**config.mk**
```make
export PLATFORM = sky130hd
export DESIGN_NAME = seq_divider16
export DESIGN_NICKNAME = d
export VERILOG_FILES = /design/src/rtl/seq_divider16.sv
export SDC_FILE = /design/constraint.sdc
export NUM_CORES = 1
export LEC_CHECK = 0
export CORE_MARGIN = 5
export CORE_UTILIZATION = 35
export DETAILED_ROUTE_END_ITERATION = 12
export PLACE_DENSITY = 0.69
export SETUP_SLACK_MARGIN = 0.3
export SYNTH_ARGS = -nofsm -noshare
export SYNTH_HDL_FRONTEND = slang
export SYNTH_SLANG_ARGS = --single-unit
```
**constraint.sdc**
```tcl
create_clock -name clk -period 2.5 [get_ports clk]
set_input_delay 0.375 -clock clk [delete_from_list [all_inputs] [get_ports clk]]
set_output_delay 0.375 -clock clk [all_outputs]
set_load 0.01 [all_outputs]
```
**src/rtl/seq_divider16.sv**
```systemverilog
// seq_divider16 -- multi-cycle restoring divider (one trial subtraction per cycle).
//
// Ports:
//   clk, rst        rising-edge clock, asynchronous active-high reset
//   start           request, accepted when the unit is IDLE or in its DONE cycle
//   dividend        numerator, sampled with an accepted start
//   divisor         denominator, sampled with an accepted start
//   busy            high while iterating (RUN, and FIX when signed)
//   done            one-cycle pulse; results valid from this cycle on
//   quotient        registered quotient, held until the next done
//   remainder       registered remainder, held until the next done
//   div_by_zero     registered divide-by-zero flag, updated with done
//
// Optional build macro SEQ_DIVIDER16_SIGNED_DIV_EN: two's-complement operands.
// Magnitudes are divided and the result signs are applied in an extra FIX cycle.
module seq_divider16 #(
  parameter int WIDTH = 16,
  parameter int CNT_W = 5
) (
  input  logic             clk,
  input  logic             rst,
  input  logic             start,
  input  logic [WIDTH-1:0] dividend,
  input  logic [WIDTH-1:0] divisor,
  output logic             busy,
  output logic             done,
  output logic [WIDTH-1:0] quotient,
  output logic [WIDTH-1:0] remainder,
  output logic             div_by_zero
);

  typedef enum logic [1:0] {IDLE, RUN, DONE, FIX} state_e;

  localparam logic [WIDTH:0]   ONE_R = {{WIDTH{1'b0}}, 1'b1};
  localparam logic [WIDTH-1:0] ONE_W = {{(WIDTH-1){1'b0}}, 1'b1};
  localparam logic [CNT_W-1:0] LAST  = CNT_W'(WIDTH-1);

  state_e           state_q;
  logic             busy_q, done_q, dz_q;
  logic [WIDTH-1:0] quot_q, rem_q;
  logic [WIDTH-1:0] q_q, d_q;
  logic [WIDTH:0]   r_q;
  logic [CNT_W-1:0] cnt_q;

  logic [WIDTH:0]   r_sh, t, r_d;
  logic [WIDTH-1:0] q_d, mag_n, mag_d, q_zero;
  logic             qbit;

`ifdef SEQ_DIVIDER16_SIGNED_DIV_EN
  logic sq_q, sr_q;  // quotient sign, remainder sign (= dividend sign)
`endif

  // One restoring step: shift the next dividend bit into the partial
  // remainder, trial-subtract the divisor as A + ~B + 1 on WIDTH+1 bits.
  always_comb begin
    r_sh = {r_q[WIDTH-1:0], q_q[WIDTH-1]};
    t    = r_sh + {1'b1, ~d_q} + ONE_R;
    qbit = ~t[WIDTH];
    r_d  = qbit ? t : r_sh;
    q_d  = {q_q[WIDTH-2:0], qbit};
`ifdef SEQ_DIVIDER16_SIGNED_DIV_EN
    mag_n  = dividend[WIDTH-1] ? (~dividend + ONE_W) : dividend;
    mag_d  = divisor[WIDTH-1]  ? (~divisor  + ONE_W) : divisor;
    q_zero = dividend[WIDTH-1] ? ONE_W : {WIDTH{1'b1}};
`else
    mag_n  = dividend;
    mag_d  = divisor;
    q_zero = {WIDTH{1'b1}};
`endif
  end

  always_ff @(posedge clk or posedge rst) begin
    if (rst) begin
      state_q <= IDLE;
      busy_q  <= 1'b0;
      done_q  <= 1'b0;
      dz_q    <= 1'b0;
      quot_q  <= '0;
      rem_q   <= '0;
      q_q     <= '0;
      d_q     <= '0;
      r_q     <= '0;
      cnt_q   <= '0;
`ifdef SEQ_DIVIDER16_SIGNED_DIV_EN
      sq_q    <= 1'b0;
      sr_q    <= 1'b0;
`endif
    end else begin
      case (state_q)
        RUN: begin
          q_q   <= q_d;
          r_q   <= r_d;
          cnt_q <= cnt_q + CNT_W'(1);
          if (cnt_q == LAST) begin
`ifdef SEQ_DIVIDER16_SIGNED_DIV_EN
            state_q <= FIX;
`else
            state_q <= DONE;
            busy_q  <= 1'b0;
            done_q  <= 1'b1;
            quot_q  <= q_d;
            rem_q   <= r_d[WIDTH-1:0];
`endif
          end
        end
`ifdef SEQ_DIVIDER16_SIGNED_DIV_EN
        FIX: begin
          state_q <= DONE;
          busy_q  <= 1'b0;
          done_q  <= 1'b1;
          quot_q  <= sq_q ? (~q_q + ONE_W) : q_q;
          rem_q   <= sr_q ? (~r_q[WIDTH-1:0] + ONE_W) : r_q[WIDTH-1:0];
        end
`endif
        default: begin  // IDLE or DONE: both accept a new start
          state_q <= IDLE;
          busy_q  <= 1'b0;
          done_q  <= 1'b0;
          if (start) begin
            if (divisor == '0) begin
              state_q <= DONE;
              done_q  <= 1'b1;
              quot_q  <= q_zero;
              rem_q   <= dividend;
              dz_q    <= 1'b1;
            end else begin
              state_q <= RUN;
              busy_q  <= 1'b1;
              dz_q    <= 1'b0;
              q_q     <= mag_n;
              d_q     <= mag_d;
              r_q     <= '0;
              cnt_q   <= '0;
`ifdef SEQ_DIVIDER16_SIGNED_DIV_EN
              sq_q    <= dividend[WIDTH-1] ^ divisor[WIDTH-1];
              sr_q    <= dividend[WIDTH-1];
`endif
            end
          end
        end
      endcase
    end
  end

  assign busy        = busy_q;
  assign done        = done_q;
  assign quotient    = quot_q;
  assign remainder   = rem_q;
  assign div_by_zero = dz_q;

endmodule

```
==> results of run 1 <==
-- kinds of logic (layout without fill, tap and decap cells) --
family                   Yosys count  count (layout)  share of synthesized area
AO/OA/AOI/OAI                    149             149                      0.206
XOR/XNOR                           9               9                     0.0167
adder cells (fa/ha/maj)           19              19                     0.0520
buffers and inverters             54             159                     0.0499
flip-flops                        88              88                      0.467
multiplexers                      11              11                     0.0247
AND/OR/NAND/NOR                  186             186                      0.183
-- sequential cells by signal (all words and copies together), names as in the netlist --
signal / cells
q_q: 16
div_by_zero: 1
d_q: 16
quotient: 16
r_q: 16
state_q: 2
remainder: 16
cnt_q: 5
-- synth_stat cells (4+ instances only) --
library cell   n  area (sq um)
a21oi_1       31           155
a22oi_1        4          30.0
a31oi_1       16           100
and3_1         6          37.5
clkbuf_1      18          67.6
dfrtp_1       88          2200
ha_1          18           225
inv_1         27           101
mux2i_1        9          90.1
nand2_1       83           312
nand3_1       21           105
nor2_1        38           143
nor3_1         5          25.0
nor4_1         5          31.3
o211ai_1       6          45.0
o21ai_0       39           195
o21ai_1        7          35.0
o22a_1        11          96.3
o31ai_1        5          37.5
xnor2_1        6          52.6
-- area by class of cell --
class,count,share of cell area
Timing Repair Buffer,116,0.175
Inverter,27,0.0160
Sequential cell,88,0.336
Tap cell,176,0.0335
Clock inverter,6,0.00629
Multi-Input combinational cell,374,0.397
Clock buffer,10,0.0364
-- worst reg2reg max path: cells and delay by family, from the launching register on --
family	cells	cell delay (ns)
compound gates	4	0.93
fa+ha+maj	1	0.37
buf+inv	1	0.16
flops	1	0.44
simple gates	3	0.57
-- worst min-delay path by stage --
stage,start,to,depth (start not counted)
after global placement,quotient[9],quotient[9],1
after global routing,quotient[8],quotient[8],1
after floorplan,cnt_q[3],cnt_q[3],1
final,quotient[11],quotient[11],1
after detailed placement,quotient[8],quotient[8],1
after CTS,quotient[8],quotient[8],1
-- metal layers --
metal | routed length [um] | vias up | global-route usage
met3 | 879 | 26 | 0.0432
li1 | - | 2041 | -
met2 | 6120 | 174 | 0.261
met5 | 0 | - | 0
met1 | 6320 | 2069 | 0.231
met4 | 224 | 0 | 0.0429
-- per-stage QoR --
stage | area (sq um) | utilization | std cells | hold slack (ns) | power [W]
finish | 6570 | 0.496 | 797 | 0.492 | 0.0118
global route | 6570 | 0.496 | 797 | 0.506 | 0.0126
CTS | 6380 | 0.482 | 793 | 0.495 | 0.0110
detailed placement | 5930 | 0.448 | 771 | 0.481 | 0.00905
global placement | 5930 | 0.448 | 771 | 0.470 | 0.00877
floorplan | 4800 | - | 516 | 0.450 | 0.00688
-- report_power, final --
group	switching [W]	internal, W	total [W]
combinational	0.00407	0.00375	0.00782
sequential	0.000551	0.00219	0.00274
clock	0.000574	0.000704	0.00128
total	0.00519	0.00664	0.0118
-- cells in the final DEF, fill, tap and decap left out, drive strengths merged, types with 3 or more instances in the layout --
cell type,Yosys,routed
a21o,3,3
a21oi,34,34
a221oi,3,3
a22oi,4,4
a31oi,17,17
and2,3,3
and3,6,6
buf,8,46
clkbuf,19,11
clkdlybuf4s50,0,69
clkinv,0,4
dfrtp,88,88
ha,18,18
inv,27,28
mux2i,9,9
nand2,84,84
nand3,21,21
nand3b,3,3
nand4,3,3
nor2,39,39
nor2b,4,4
nor3,6,6
nor4,6,6
o211ai,6,6
o21ai,46,46
o22a,11,11
o31ai,5,5
or3,4,4
xnor2,6,6
xor2,3,3
-- timing repair --
| action | in CTS | in global routing |
|---|---|---|
| gates resized for setup | 24 | 26 |
| endpoints found under the setup margin | 34 | 38 |
| cloned | 0 | 1 |
| buffers inserted | 6 | 3 |
| pin swaps | 4 | 5 |
==> metrics.cfg, run 1 <==
[die]
io_pins = 70
die_x_um = 126
rows = 42
die_y_um = 126
fp.coreArea_sq_um = 13200
design.die.area_sq_um = 15900
start_util = 0.356

[critical_path]
worstSetupEndpoint = remainder[12]
crit_path_start = r_q[5]
path_class = register to register
cp_top_family = compound AO/OA/AOI/OAI gates
cp-start-kind = register
arrival_ns = 2.79
worst_path_most_repeated_cell = and3_1
cp.depth = 9
critPathRequiredTime_ns = 2.74
reg2reg_setup_slack_ns = -0.06
cp_slowest_cell = dfrtp_1
worstRegToRegCells = 9
crit_buf_inv = 1
cpPeakStageDelay_ns = 0.44
r2r_start = r_q[5]
crit_chain = ha_1, and3_1, a32oi_1, nand2_1, o21ai_2, a21oi_4, buf_12, o32a_1, and3_1
worst-path-max-fanout = 7
end_kind = register
r2r_end = remainder[12]

[synthesis]
synth-seq-cells = 88
synth_enable_flop_cells = 0
yosysSeqAreaShare = 0.467
synthesis.nets = 570
ys_warn_count = 0
ys_types = 64
async_reset_ff_frac = 1.00
synthCells = 516
netlist_area_sq_um = 4710
ys.flop_type = dfrtp_1
avgSynthCellArea_sq_um = 9.14

[layout]
nFillCells = 1227
regArea_sq_um = 2200
multiInputGateArea_sq_um = 2610
nNetsFinal = 670
antenna_cells = 0
drive_above_1_share = 0.203
syn_to_final_growth_pct = 39.3

[global_route]
grt_pass1_wl_um = 21400
grtUsageTotal = 0.167
grt_max_degree = 67
grt_pass1_vias = 4157
antenna_found_initial = 0
overflow = 0

[routing]
post-route-drc-count = 0
first_pass_iters = 6
finalWirelength_um = 13500
viasPerCell = 5.41
dr_total_vias = 4310
drt-wirelength-per-cell_um = 17.0
drt_iter0_drc = 375
ant_nets = 0

[placement]
dpl.hpwl_um = 9760
routabilityCongestion = 0.847
dp_slack_ns = -0.0666
portBuffers = 69

[clock_network]
hold_buffers = 0
cts.root.buffer_cell = clkbuf_16
path_clk_slew_ns = 0.07
cts_num_sinks = 88
h-tree-depth = 3
clock_path_buffers = 2
clk_latency_ns = 0.35
cts_tree = done
cts_made_buffers = 9

[timing]
fin_tns_setup_ns = -0.0572
maxSlewViolCount = 0
rsz0062_at_grt = true
layout_setup_ws_ns = -0.0572
setup_violations = 1
hold_violations = 0
max_slew_margin = 0.512
skew_ns = 0.0103
tightest_slew_ns = 0.731
period_share = 1.02
fin_crit_ns = 2.56
max_freq_mhz = 391

[power_and_ir_drop]
ir_worst_vdd_mv = 0.773
p_leak_nw = 2.73
power_per_cell_area_nw_per_um2 = 1800

[min_path]
hold_class = register to register

[status]
violations = negative setup slack
outcome = complete, but fails checks

[run]
cap_viol_max_count = 0

No activity file was read; power rests on OpenSTA's default activity.
==> run 2: changes to the inputs <==
--- a/config.mk
+++ b/config.mk
@@ -10,6 +10,7 @@
 export DETAILED_ROUTE_END_ITERATION = 12
 export PLACE_DENSITY = 0.69
 export SETUP_SLACK_MARGIN = 0.3
+export SLEW_MARGIN = 20
 export SYNTH_ARGS = -nofsm -noshare
 export SYNTH_HDL_FRONTEND = slang
 export SYNTH_SLANG_ARGS = --single-unit
==> results of run 2 <==
Final layout, timing and power as in run 1 (identical DEF).
